===== src/rtl/maze_game_ctrl_if.sv =====
// Video-side bundle between VGA sync / level generators and the maze game sequencer.
// The master drives pixel timing and per-level graphics; the slave returns the final pixel colour.
interface maze_game_ctrl_if #(
    parameter int unsigned NUM_LEVELS = 3
) ();
    logic                      p_tick;
    logic                      video_on;
    logic [9:0]                pix_x;
    logic [9:0]                pix_y;
    logic [NUM_LEVELS-1:0]     lvl_graph_on;
    logic [NUM_LEVELS-1:0]     lvl_finalbox;
    logic [3*NUM_LEVELS-1:0]   lvl_rgb;
    logic [2:0]                rgb_out;

    modport master (
        output p_tick, video_on, pix_x, pix_y, lvl_graph_on, lvl_finalbox, lvl_rgb,
        input  rgb_out
    );

    modport slave (
        input  p_tick, video_on, pix_x, pix_y, lvl_graph_on, lvl_finalbox, lvl_rgb,
        output rgb_out
    );
endinterface


===== src/rtl/maze_game_ctrl.sv =====
// Maze game sequencer: samples the active level's path/goal flags at the cursor pixel,
// steps level / scare / win once per frame and muxes the output pixel colour.
module maze_game_ctrl #(
    parameter int unsigned NUM_LEVELS   = 3,
    parameter int unsigned MISS_FRAMES  = 2,
    parameter int unsigned SCARE_FRAMES = 120,
    parameter int unsigned V_ACTIVE     = 480,
    parameter int unsigned CURSOR_HALF  = 2
) (
    input  logic           clk,
    input  logic           reset,
    input  logic           start,
    input  logic [9:0]     cursor_x,
    input  logic [9:0]     cursor_y,
    output logic [1:0]     level,
    output logic [1:0]     state_o,
    maze_game_ctrl_if.slave vid
);
    localparam logic [1:0] StIdle  = 2'b00;
    localparam logic [1:0] StPlay  = 2'b01;
    localparam logic [1:0] StScare = 2'b10;
    localparam logic [1:0] StWin   = 2'b11;

    localparam logic [9:0] VActive    = 10'(V_ACTIVE);
    localparam logic [1:0] LastLevel  = 2'(NUM_LEVELS - 1);
    localparam logic [3:0] MissFrames = 4'(MISS_FRAMES);
    localparam logic [7:0] ScareLast  = 8'(SCARE_FRAMES - 1);
    localparam logic [9:0] CursorHalf = 10'(CURSOR_HALF);

    logic [1:0] state_q, state_d;
    logic [1:0] level_q, level_d;
    logic [3:0] miss_q, miss_d;
    logic [7:0] scare_q, scare_d;
    logic       flash_q, flash_d;
    logic       on_path_q, on_path_d;
    logic       at_goal_q, at_goal_d;

    logic       frame_tick, sample;
    logic       cur_on, cur_goal;
    logic [2:0] cur_rgb;
    logic [3:0] miss_inc;
    logic [9:0] dx, dy;

    assign frame_tick = vid.p_tick && (vid.pix_y == VActive) && (vid.pix_x == 10'd0);
    assign sample     = vid.p_tick && vid.video_on &&
                        (vid.pix_x == cursor_x) && (vid.pix_y == cursor_y);
    assign miss_inc   = (miss_q == 4'hf) ? miss_q : miss_q + 4'd1;

    // Select the current level's flags and colour without a variable-width part select.
    always_comb begin
        cur_on   = 1'b0;
        cur_goal = 1'b0;
        cur_rgb  = 3'b000;
        for (int i = 0; i < int'(NUM_LEVELS); i++) begin
            if (level_q == 2'(i)) begin
                cur_on   = vid.lvl_graph_on[i];
                cur_goal = vid.lvl_finalbox[i];
                cur_rgb  = vid.lvl_rgb[3*i +: 3];
            end
        end
    end

    always_comb begin
        state_d   = state_q;
        level_d   = level_q;
        miss_d    = miss_q;
        scare_d   = scare_q;
        flash_d   = flash_q;
        on_path_d = on_path_q;
        at_goal_d = at_goal_q;

        if (sample) begin
            on_path_d = cur_on;
            at_goal_d = cur_goal;
        end
        if (frame_tick) begin
            on_path_d = 1'b0;
            at_goal_d = 1'b0;
        end

        unique case (state_q)
            StIdle: begin
                if (start) begin
                    state_d = StPlay;
                    level_d = 2'd0;
                    miss_d  = 4'd0;
                end
            end
            StPlay: begin
                if (frame_tick) begin
                    if (at_goal_q) begin
                        miss_d = 4'd0;
                        if (level_q == LastLevel) begin
                            state_d = StWin;
                        end else begin
                            level_d = level_q + 2'd1;
                        end
                    end else if (!on_path_q) begin
                        miss_d = miss_inc;
                        if (miss_inc >= MissFrames) begin
                            state_d = StScare;
                            scare_d = 8'd0;
                        end
                    end else begin
                        miss_d = 4'd0;
                    end
                end
            end
            StScare: begin
                if (frame_tick) begin
                    scare_d = scare_q + 8'd1;
                    flash_d = ~flash_q;
                    if (scare_q == ScareLast) begin
                        state_d = StIdle;
                        level_d = 2'd0;
                    end
                end
            end
            StWin: begin
                if (start) begin
                    state_d = StIdle;
                    level_d = 2'd0;
                end
            end
        endcase
    end

    always_ff @(posedge clk or negedge reset) begin
        if (!reset) begin
            state_q   <= StIdle;
            level_q   <= 2'd0;
            miss_q    <= 4'd0;
            scare_q   <= 8'd0;
            flash_q   <= 1'b0;
            on_path_q <= 1'b0;
            at_goal_q <= 1'b0;
        end else begin
            state_q   <= state_d;
            level_q   <= level_d;
            miss_q    <= miss_d;
            scare_q   <= scare_d;
            flash_q   <= flash_d;
            on_path_q <= on_path_d;
            at_goal_q <= at_goal_d;
        end
    end

    assign dx = (vid.pix_x >= cursor_x) ? vid.pix_x - cursor_x : cursor_x - vid.pix_x;
    assign dy = (vid.pix_y >= cursor_y) ? vid.pix_y - cursor_y : cursor_y - vid.pix_y;

    always_comb begin
        vid.rgb_out = 3'b000;
        if (vid.video_on) begin
            unique case (state_q)
                StPlay:  vid.rgb_out = (dx <= CursorHalf && dy <= CursorHalf) ? 3'b100 : cur_rgb;
                StScare: vid.rgb_out = flash_q ? 3'b111 : 3'b100;
                StWin:   vid.rgb_out = 3'b010;
                StIdle:  vid.rgb_out = 3'b000;
            endcase
        end
    end

    assign level   = level_q;
    assign state_o = state_q;
endmodule

===== src/flat_wrapper.sv =====
// flat-port wrapper written by rule: the top's interface ports become plain ports
module maze_game_ctrl_flat 
#(
    parameter int unsigned NUM_LEVELS   = 3,
    parameter int unsigned MISS_FRAMES  = 2,
    parameter int unsigned SCARE_FRAMES = 120,
    parameter int unsigned V_ACTIVE     = 480,
    parameter int unsigned CURSOR_HALF  = 2
)
  (clk, reset, start, cursor_x, cursor_y, level, state_o, vid_p_tick, vid_video_on, vid_pix_x, vid_pix_y, vid_lvl_graph_on, vid_lvl_finalbox, vid_lvl_rgb, vid_rgb_out);
  maze_game_ctrl_if #(.NUM_LEVELS(NUM_LEVELS)) vid_i ();
  input  logic clk;
  input  logic reset;
  input  logic start;
  input  logic [9:0] cursor_x;
  input  logic [9:0] cursor_y;
  output logic [1:0] level;
  output logic [1:0] state_o;
  input wire logic [$bits(vid_i.p_tick)-1:0] vid_p_tick;
  input wire logic [$bits(vid_i.video_on)-1:0] vid_video_on;
  input wire logic [$bits(vid_i.pix_x)-1:0] vid_pix_x;
  input wire logic [$bits(vid_i.pix_y)-1:0] vid_pix_y;
  input wire logic [$bits(vid_i.lvl_graph_on)-1:0] vid_lvl_graph_on;
  input wire logic [$bits(vid_i.lvl_finalbox)-1:0] vid_lvl_finalbox;
  input wire logic [$bits(vid_i.lvl_rgb)-1:0] vid_lvl_rgb;
  output wire logic [$bits(vid_i.rgb_out)-1:0] vid_rgb_out;
  assign vid_i.p_tick = vid_p_tick;
  assign vid_i.video_on = vid_video_on;
  assign vid_i.pix_x = vid_pix_x;
  assign vid_i.pix_y = vid_pix_y;
  assign vid_i.lvl_graph_on = vid_lvl_graph_on;
  assign vid_i.lvl_finalbox = vid_lvl_finalbox;
  assign vid_i.lvl_rgb = vid_lvl_rgb;
  assign vid_rgb_out = vid_i.rgb_out;
  maze_game_ctrl #(.NUM_LEVELS(NUM_LEVELS), .MISS_FRAMES(MISS_FRAMES), .SCARE_FRAMES(SCARE_FRAMES), .V_ACTIVE(V_ACTIVE), .CURSOR_HALF(CURSOR_HALF)) u_core (.clk(clk), .reset(reset), .start(start), .cursor_x(cursor_x), .cursor_y(cursor_y), .level(level), .state_o(state_o), .vid(vid_i));
endmodule

===== config.mk =====
export PLATFORM = sky130hd
export DESIGN_NAME = maze_game_ctrl_flat
export DESIGN_NICKNAME = d
export VERILOG_FILES = /design/src/rtl/maze_game_ctrl_if.sv /design/src/rtl/maze_game_ctrl.sv /design/src/flat_wrapper.sv
export SDC_FILE = /design/constraint.sdc
export NUM_CORES = 1
export LEC_CHECK = 0
export ABC_CLOCK_PERIOD_IN_PS = 2800
export BUFFER_PORTS_ARGS = -buffer_cell sky130_fd_sc_hd__buf_2
export CAP_MARGIN = 0
export CORE_MARGIN = 1
export CORE_UTILIZATION = 46
export CTS_BUF_LIST = sky130_fd_sc_hd__clkbuf_8
export DETAILED_ROUTE_END_ITERATION = 6
export PLACE_DENSITY = 0.8
export SYNTH_ARGS = -nofsm -noshare
export SYNTH_HDL_FRONTEND = slang
export SYNTH_SLANG_ARGS = --single-unit
export TNS_END_PERCENT = 100

===== constraint.sdc =====
create_clock -name clk -period 2.8 [get_ports clk]
set_clock_uncertainty 0.1 [all_clocks]
set_input_delay 0.14 -clock clk [delete_from_list [all_inputs] [get_ports clk]]
set_output_delay 0.14 -clock clk [all_outputs]
set_load 0.005 [all_outputs]

# Yosys cells after proc, flatten, opt, wreduce, memory -nomap -nowiden
# Cells that the tools add are included.
[word_totals]
word_cells = 107
in_bits = 60
out_inout_bits = 7
ff_bits = 19
[op_classes]
add_sub_neg = 7
n_reduce_logical = 18
magnitude_cmp = 5
eq_ne = 24
mux = 45
bitwise_logic = 1
[op_table]
columns = ["op", "n"]
rows = [
  ["$mux W8", 5],
  ["$sub A10 B10 Y10", 4],
  ["$mux W2", 13],
  ["$eq A10 B10 Y1", 2],
  ["$ge A10 B10 Y1", 2],
  ["$le A10 B2 Y1 const B", 2],
  ["$mux W10", 2],
  ["$mux W4", 5],
  ["$pmux W8 S2", 1],
  ["$mux W3", 5],
  ["$ne A2 B1 Y1 const B", 6],
  ["$pmux W3 S4", 1],
  ["$reduce_and A6 Y1", 2],
  ["$eq A10 B9 Y1 const B", 1],
  ["$logic_not A10 Y1", 1],
  ["$mux W1", 10],
  ["$ne A2 B2 Y1 const B", 5],
  ["$add A8 B1 Y8 const B", 1],
  ["$eq A8 B7 Y1 const B", 1],
  ["$pmux W2 S4", 1],
  ["$pmux W4 S2", 1],
  ["$reduce_and A8 Y1", 1],
  ["$eq A2 B2 Y1 const B", 3],
  ["$logic_and A1 B1 Y1", 6],
  ["other kinds (14)", 19],
]

# Longest topological paths before layout
# Gate-level depths: netlist (run 1).
[depth]
depth_word = 8
depth_mapped = 11

# Worst setup path after synthesis (run 1)
# OpenSTA, ideal clock, no wires.
[synth_timing]
path_type = "in2out"
from = "input vid_pix_y[0]"
to = "output vid_rgb_out[2]"
n_path_buf = 0
cell_stages = 11
path_slack_ns = 0.402
arrival_time_ns = 2.158
cell_sequence = "inv_1 > ha_1 > fa_1 > nand2b_1 > a21oi_1 > a211o_1 > o211ai_1 > a2111oi_1 > a32oi_1 > a21oi_2 > o221a_1"
[synth_via]
elab_chain_len = 7
word_cells_on_any_way = 9
[synth_lines]
columns = ["element", "line", "text"]
rows = [
  ["start: declaration", "flat_wrapper.sv:22", "input wire logic [$bits(vid_i.pix_y)-1:0] vid_pix_y;"],
  ["$sub A10 B10 Y10 / $ge A10 B10 Y1 (equally long branches)", "maze_game_ctrl.sv:149", "assign dy = (vid.pix_y >= cursor_y) ? vid.pix_y - cursor_y : cursor_y - vid.pix_y;"],
  ["$mux W10 (*)", "maze_game_ctrl.sv:149", ""],
  ["$le A10 B2 Y1 (*)", "maze_game_ctrl.sv:155", "StPlay: vid.rgb_out = (dx <= CursorHalf && dy <= CursorHalf) ? 3'b100 : cur_rgb;"],
  ["$logic_and A1 B1 Y1 (*)", "maze_game_ctrl.sv:155", ""],
  ["$mux W3 (*)", "maze_game_ctrl.sv:155", ""],
  ["$pmux W3 S4 (*)", "maze_game_ctrl.sv:154", "unique case (state_q)"],
  ["$mux W3 (*)", "maze_game_ctrl.sv:153", "if (vid.video_on) begin"],
  ["end: declaration", "flat_wrapper.sv:26", "output wire logic [$bits(vid_i.rgb_out)-1:0] vid_rgb_out;"],
]
# Every way passes the cells marked *; elsewhere a longest branch is shown, timed or not.

# Final worst setup path (run 1)
[layout_timing]
from = "input vid_pix_x[0]"
to = "output vid_rgb_out[2]"
[layout_via]
elab_chain_len = 7
word_cells_on_any_way = 9
[layout_lines]
columns = ["element", "line", "text"]
rows = [
  ["start: declaration", "flat_wrapper.sv:21", "input wire logic [$bits(vid_i.pix_x)-1:0] vid_pix_x;"],
  ["$sub A10 B10 Y10 / $ge A10 B10 Y1 (equally long branches)", "maze_game_ctrl.sv:148", "assign dx = (vid.pix_x >= cursor_x) ? vid.pix_x - cursor_x : cursor_x - vid.pix_x;"],
  ["$mux W10 (*)", "maze_game_ctrl.sv:148", ""],
  ["$le A10 B2 Y1 (*)", "maze_game_ctrl.sv:155", ""],
  ["$logic_and A1 B1 Y1 (*)", "maze_game_ctrl.sv:155", ""],
  ["$mux W3 (*)", "maze_game_ctrl.sv:155", ""],
  ["$pmux W3 S4 (*)", "maze_game_ctrl.sv:154", ""],
  ["$mux W3 (*)", "maze_game_ctrl.sv:153", ""],
]
# Marked as above.

==> results of run 1 <==
==> power groups by stage <==
| stage | Combinational, W | Sequential [W] | Clock (W) |
|---|---|---|---|
| final | 0.000589 | 0.000274 | 0.000193 |
| after global routing | 0.000644 | 0.000274 | 0.000207 |
| after CTS | 0.000527 | 0.000274 | 0.000193 |
| after detailed placement | 0.000510 | 0.000280 | 0 |
| after global placement | 0.000502 | 0.000280 | 0 |
| after floorplan | 0.000337 | 0.000280 | 0 |
==> sequential cells by signal, summed over array words and instances (netlist names) <==
name              cells
u_core.miss_q         4
u_core.on_path_q      1
u_core.level          2
u_core.at_goal_q      1
u_core.scare_q        8
u_core.flash_q        1
u_core.state_o        2
==> cell families (layout without fill, tap and decap cells) <==
family                   Yosys count  in the layout  synth area share [%]
AO/OA/AOI/OAI                    116            116                  24.3
XOR/XNOR                          21             21                  5.58
adder cells (fa/ha/maj)           53             53                  21.0
buffers and inverters             69            150                  8.50
flip-flops                        19             19                  14.4
multiplexers                       7              7                  2.16
AND/OR/NAND/NOR                  158            158                  24.0
==> layout by cell type (no fill, tap or decap), types with 4 or more instances in the layout <==
master,instances
nand3_1,12
dfrtp_1,19
buf_2,64
nand4_1,5
nor2b_1,6
nor2_1,45
inv_1,52
ha_1,42
a22oi_1,4
nand3b_1,4
o22ai_1,4
mux2i_1,6
o211ai_1,5
xnor2_1,11
a211oi_1,5
nand2_1,36
and3_1,5
xor2_1,9
a21oi_1,28
ha_2,6
buf_4,26
nor3b_1,6
o21ai_1,4
nor3_1,10
o21ai_0,16
nand2b_1,8
a21o_1,9
==> per-stage QoR <==
| stage | worst slack (ns) | util (%) | std cells |
|---|---|---|---|
| after floorplan | 0.402 | - | 443 |
| after global placement | -0.0851 | 55.8 | 611 |
| final | 0.0204 | 59.8 | 620 |
| after CTS | -0.00598 | 57.2 | 617 |
| after global routing | -0.102 | 59.8 | 620 |
| after detailed placement | -0.190 | 55.8 | 611 |
==> repair_timing <==
action	4_1_cts	5_1_grt
hold buffers	1	0
endpoints found under the setup margin	3	3
pin swaps	7	18
setup buffers	1	3
gates resized for setup	9	31
hold endpoints to repair	19	0
==> synthesized netlist by cell type, types with 5 or more instances <==
cell type	count
a21o_1	9
ha_1	49
and3_1	5
inv_1	53
a21oi_1	32
mux2i_1	6
xnor2_1	12
o21ai_0	16
nor3_1	10
nand4_1	5
clkbuf_1	6
buf_2	7
nand3_1	12
dfrtp_1	19
nor2_1	47
nand2b_1	10
a211oi_1	7
xor2_1	9
o211ai_1	5
nand2_1	36
nor3b_1	6
nor2b_1	6
==> final timing paths <==
check | startpoint | endpoint | slack [ns]
hold / removal | vid_lvl_finalbox[2] | u_core.at_goal_q$_DFFE_PN0P_ | 0.17
hold reg to reg | u_core.scare_q[1]$_DFFE_PN0P_ | u_core.scare_q[1]$_DFFE_PN0P_ | 0.42
max in group asynchronous | reset | u_core.scare_q[1]$_DFFE_PN0P_ | 2.02
setup / recovery | vid_pix_x[0] | vid_rgb_out[2] | 0.02
min in group asynchronous | reset | u_core.state_o[0]$_DFFE_PN0P_ | 0.26
setup reg to reg | u_core.state_o[1]$_DFFE_PN0P_ | u_core.scare_q[7]$_DFFE_PN0P_ | 0.27
==> cell type report <==
class                           count  share of cell area [%]
Inverter                           53                    4.84
Tap cell                           96                    2.92
Clock inverter                      1                   0.122
Timing Repair Buffer               93                    13.3
Multi-Input combinational cell    355                    66.2
Clock buffer                        3                    1.00
Sequential cell                    19                    11.6
==> worst register-to-register path, cell delays in order, from the launching register on <==
cell	delay, ns
dfrtp_1	0.43
inv_1	0.13
ha_1	0.32
inv_1	0.16
nor3_1	0.29
a21o_1	0.12
nand3_1	0.17
nor3_1	0.36
nand3_1	0.13
xor2_1	0.15
nor2_1	0.06
==> layer usage <==
metal	share of wire [%]	GRT usage, %	up-vias
met3	5.4	2.57	21
met4	2.5	6.06	0
li1	-	-	1723
met5	0	0	-
met2	49	43.4	133
met1	43	30.6	1641
==> key figures, run 1 <==
Outcome
  • Status: finished clean

STA
  • Final setup viols: 0
  • Slew @ Worst Pin: slightly below 0.5 ns
  • Worst hold slack: ~0.17 ns
  • Max_slew headroom: 67.4%
  • RSZ-0062 raised after global routing: yes
  • Max frequency: about 360 MHz
  • Final Max Tran Viols: 0
  • Min Tclk post-route: between 2 and 3 ns
  • Setup TNS: 0 ns
  • Crit share post-route: ~99%
  • Final hold violation count: 0

Yosys
  • Count of unique library cells instantiated by Yosys: 67
  • EDFF count, synth: 0
  • Most used DFF post-synth: dfrtp_1
  • Synthesized area: 0.00330 sq mm
  • Post-synth top area share: 18.6%
  • Mapped Cells: roughly 440
  • Synth Net Count: 556
  • Top cell type by total area after synthesis: ha_1
  • Area contributors post-synth: ha_1, dfrtp_1, inv_1, nor2_1, a21oi_1
  • Sequential area share after synthesis: between 10% and 20%
  • Flop and latch count out of synthesis: 19
  • Synth Area per Inst: 7.44 sq um
  • Asr flop ratio synth: 100%
  • Ys Warns: 0

Setup path
  • Delay-heaviest family, CP: compound AO/OA/AOI/OAI gates
  • Crit path largest cell delay: between 0.3 and 0.4 ns
  • Critical Path RT: approximately 2.6 ns
  • Crit path buf inv count: 3
  • Critical path startpoint category: input pin
  • Data arrival, critical path: between 2 and 3 ns
  • Maximum fanout along the worst path: 3
  • Cell mode on critical path: a21oi_4
  • Setup Crit Path Kind: in2out
  • Critical path depth: 13
  • Critical path cell sequence: buf_6 > inv_1 > ha_2 > fa_2 > nand2b_4 > a21oi_4 > a221oi_4 > xnor2_1 > a2111oi_2 > nand4_1 > a21oi_4 > o221a_1 > buf_2
  • Slowest CP cell: fa_2
  • Worst r2r path cells: 10
  • CP endpoint kind: output port

Min path
  • Hold Path Class: in2reg
  • WHS Path Cells: 5

Route
  • Routed via count: between 3k and 4k
  • 1st-iter DRT viols: just over 300
  • Post-route ant nets: 0
  • DR pass1 iterations: 5
  • Drt wl/cell: approximately 15 um
  • Final wirelength: 9340 um
  • Via density: about 5.7
  • Post-route DRC: 0

Placement
  • Placed standard-cell area: ~0.0038 sq mm
  • PortBufs: 66
  • Routability Congestion: around 0.94
  • Post-DP HPWL: 7430 um

Global routing
  • Vias in the first global route: 3299
  • GRT Total Usage: approximately a quarter
  • Total gr overflow: 0
  • Pin count of the biggest net entering global routing: 20
  • First-pass GRT wire length: about 15000 um
  • Initial antenna violation count: 0

CTS
  • Maximum clock insertion buffer count: 2
  • CTS H-tree depth: 1
  • CTS tree: built
  • Clk Latency, worst-skew pair: 0.26 ns
  • Clk Tree Root Cell: clkbuf_8
  • CTS sink count: 19
  • Clk pin slew, worst setup/hold paths: roughly 0.08 ns
  • CTS Buf Count: 3

Floorplan
  • I/O pin total: 67
  • Core area: 0.00687 sq mm
  • Initial Utilization: 48.0%
  • Num rows: 30
  • Die Span X: around 87 um
  • Die extent in y: about 87 um
  • DIE AREA: around 0.0075 sq mm

Layout
  • ANT cells: 0
  • Finished Cell Area: 0.00411 sq mm
  • Filler cells: 647
  • FF/Latch Area: about 480 sq um
  • Multi-input gate area: around 0.0027 sq mm
  • Share of cells above drive strength 1: 25.8%
  • Final nets: roughly 640
  • Area grow syn2layout: 24.7%

Pwr
  • Static leakage power: ~2 nW
  • Clock power share: ~18%
  • Peak supply drop: 0.107 mV
  • Net Switching: between 0.0004 and 0.0005 W
  • Int Pwr: 0.000639 W
  • Seq pwr share: a little over a quarter
  • Power density over the cells: 257 mW/mm^2
  • Switch share: between 30% and 40%
  • Power, Total: 0.00106 W
  • Power share of the combinational group: between 50% and 60%

Flow run
  • Max Cap Violations: 0
Note: power is estimated with default switching activity, not from simulation.
==> inputs of run 2 (changes only) <==
- RECOVER_POWER: default -> 25
==> run 2 against run 1 <==
  * Combinational power barely moved
  * Wire length barely moved
  * Worst setup slack did not move
  * Global-route usage did not move
  * Highest routed layer unchanged
  * Critical path depth did not move
  * Sequential cell count did not move
  * Total power barely moved
==> key figures, run 2 (synthesized netlist as in run 1, its figures left out) <==
Outcome
  • Status: finished clean

Setup path
  • Critical path startpoint category: input pin
  • R2R Path Start: u_core.state_o[1]$_DFFE_PN0P_
  • Critical Path RT: 2.56 ns (about the same)
  • RR Endpoint: u_core.scare_q[7]$_DFFE_PN0P_
  • CP endpoint kind: output port
  • Delay-heaviest family, CP: compound AO/OA/AOI/OAI gates
  • Worst r2r path cells: 10 (unchanged)
  • Data arrival, critical path: 2.54 ns (about the same)
  • Critical path depth: 13 (unchanged)
  • Cell mode on critical path: a21oi_4
  • Worst reg2reg setup slack: 0.27 ns (about the same)
  • Critical path cell sequence: buf_6 > inv_1 > ha_2 > fa_2 > nand2b_4 > a21oi_4 > a221oi_4 > xnor2_1 > a2111oi_2 > nand4_1 > a21oi_4 > o221a_1 > buf_2
  • Setup Crit Path Kind: in2out
  • Crit path largest cell delay: 0.37 ns (about the same)
  • Maximum fanout along the worst path: 3 (unchanged)
  • Slowest CP cell: fa_2
  • Crit path buf inv count: 3 (unchanged)

Placement
  • Post-placement cell count: 611 (unchanged)
  • Routability Congestion: 0.940 (unchanged)
  • Post-DP HPWL: 7430 um (unchanged)
  • PortBufs: 66 (unchanged)
  • Placed standard-cell area: 0.00383 sq mm (unchanged)

Pwr
  • Seq pwr share: 26.0% (about the same)
  • Clock power share: 18.3% (about the same)
  • Switch share: 39.5% (about the same)
  • Peak supply drop: 0.107 mV (unchanged)
  • Net Switching: 0.000417 W (about the same)
  • Power density over the cells: 257 mW/mm^2 (about the same)
  • Int Pwr: 0.000639 W (about the same)
  • Power share of the combinational group: 55.7% (about the same)
  • Static leakage power: 2.00 nW (-0.14%)

STA
  • Min Tclk post-route: 2.78 ns (unchanged)
  • Max_slew headroom: 28.3% (-39 points)
  • Crit share post-route: 99.3% (unchanged)
  • Max frequency: 360 MHz (unchanged)
  • RSZ-0062 raised after global routing: yes
  • Slew @ Worst Pin: 1.08 ns (+0.587 ns)
  • Final Max Tran Viols: 0 (unchanged)
  • Final hold violation count: 0 (unchanged)
  • Final setup viols: 0 (unchanged)

Layout
  • Fin util: 59.8% (about the same)
  • Largest Register: u_core.scare_q
  • Commonest non-fill, non-tap cells in the layout: buf_2, inv_1, nor2_1
  • Area grow syn2layout: 24.6% (about the same)
  • Share of cells above drive strength 1: 25.6% (-0.19 points)
  • Commonest non-fill, non-tap cell in the layout: buf_2
  • Filler cells: 648 (+0.15%)
  • ANT cells: 0 (unchanged)
  • Max reg flops: 8 (unchanged)
  • Top Registers: u_core.scare_q: 8 flops, u_core.miss_q: 4 flops
  • Finished Cell Area: 0.00411 sq mm (about the same)
  • Non-Filler Instances: 620 (unchanged)
  • Final nets: 638 (unchanged)

CTS
  • Clk Tree Root Cell: clkbuf_8
  • Clk pin slew, worst setup/hold paths: 0.08 ns (about the same)
  • CTS tree: built
  • Clk Latency, worst-skew pair: 0.26 ns (about the same)
  • Maximum clock insertion buffer count: 2 (unchanged)
  • CTS Buf Count: 3 (unchanged)
  • CTS H-tree depth: 1 (unchanged)
  • CTS sink count: 19 (unchanged)

Route
  • Post-route ant nets: 0 (unchanged)
  • Via density: 5.67 (unchanged)
  • Post-route DRC: 0 (unchanged)
  • Routed via count: 3518 (unchanged)
  • Final wirelength: 9330 um (about the same)
  • Drt wl/cell: 15.1 um (about the same)
  • DR pass1 iterations: 5 (unchanged)
  • 1st-iter DRT viols: 307 (unchanged)

Global routing
  • GRT Total Usage: 24.1% (unchanged)
  • First-pass GRT wire length: 14700 um (unchanged)
  • Total gr overflow: 0 (unchanged)
  • Initial antenna violation count: 0 (unchanged)
  • Pin count of the biggest net entering global routing: 20 (unchanged)
  • Vias in the first global route: 3299 (unchanged)

Floorplan
  • I/O pin total: 67 (unchanged)
  • Die extent in y: 86.7 um (unchanged)
  • Initial Utilization: 48.0% (unchanged)
  • Die Span X: 86.7 um (unchanged)
  • Num rows: 30 (unchanged)
  • Core area: 0.00687 sq mm (unchanged)
  • DIE AREA: 0.00751 sq mm (unchanged)

Flow run
  • Max Cap Violations: 0 (unchanged)

Min path
  • Hold Path End: u_core.at_goal_q$_DFFE_PN0P_
  • Hold Path Class: in2reg
  • Hold Startpoint: vid_lvl_finalbox[2]
  • WHS Path Cells: 5 (unchanged)
[run 2: how the worst max path moves through the flow]
stage	startpoint	endpoint	slack, ns
3_5_place_dp	vid_pix_y[0]	vid_rgb_out[2]	-0.19
6_report	vid_pix_x[0]	vid_rgb_out[2]	0.02
2_1_floorplan	vid_pix_y[0]	vid_rgb_out[2]	0.40
3_3_place_gp	vid_pix_x[0]	vid_rgb_out[2]	-0.09
5_1_grt	vid_pix_y[0]	vid_rgb_out[2]	-0.10
4_1_cts	vid_pix_y[0]	vid_rgb_out[2]	-0.006
[run 2: what timing repair did]
action | 4_1_cts | 5_1_grt
hold buffers | 1 | 0
pin swaps | 7 | 18
endpoints found under the hold margin | 19 | 0
setup endpoints to repair | 3 | 3
buffers inserted | 1 | 3
gates resized for setup | 9 | 31
[run 2: area by class of cell]
| class | count | area, sq um | share of cell area (%) |
|---|---|---|---|
| timing repair buffer | 93 | 547 | 13.3 |
| clock inverter | 1 | 5.00 | 0.122 |
| sequential | 19 | 475 | 11.6 |
| multi-input combinational | 355 | 2720 | 66.2 |
| tap | 96 | 120 | 2.92 |
| inverter | 53 | 199 | 4.84 |
| clock buffer | 3 | 41.3 | 1.00 |
[run 2: worst min-delay path, stage by stage]
cell     delay [ns]
buf_2          0.08
a21oi_1        0.07
nor2_1         0.08
a21oi_1        0.04
nor2_1         0.08
[run 2: through the flow]
step / worst slack, ns / power [W] / setup TNS (ns) / hold WS [ns]
floorplan: 0.402 / 0.000616 / 0 / -0.256
global placement: -0.0851 / 0.000782 / -0.105 / -0.000343
detailed placement: -0.190 / 0.000789 / -0.407 / 0.00713
CTS: -0.00598 / 0.000995 / -0.00598 / 0.174
global route: -0.102 / 0.00113 / -0.181 / 0.195
finish: 0.0204 / 0.00106 / 0 / 0.174
[run 2: power groups by stage]
stage | sequential, W | combinational, W | clock, W
floorplan | 0.000280 | 0.000337 | 0
global placement | 0.000280 | 0.000502 | 0
detailed placement | 0.000280 | 0.000510 | 0
CTS | 0.000274 | 0.000527 | 0.000193
global route | 0.000274 | 0.000644 | 0.000207
finish | 0.000274 | 0.000589 | 0.000193
[run 2: routing by layer]
metal	routed length (um)	share of wire, %	global-route usage, %	vias to the layer above
met1	4030	43	30.6	1641
met2	4560	49	43.4	133
li1	-	-	-	1723
met5	0	0	0	-
met3	500	5.4	2.57	21
met4	237	2.5	6.06	0
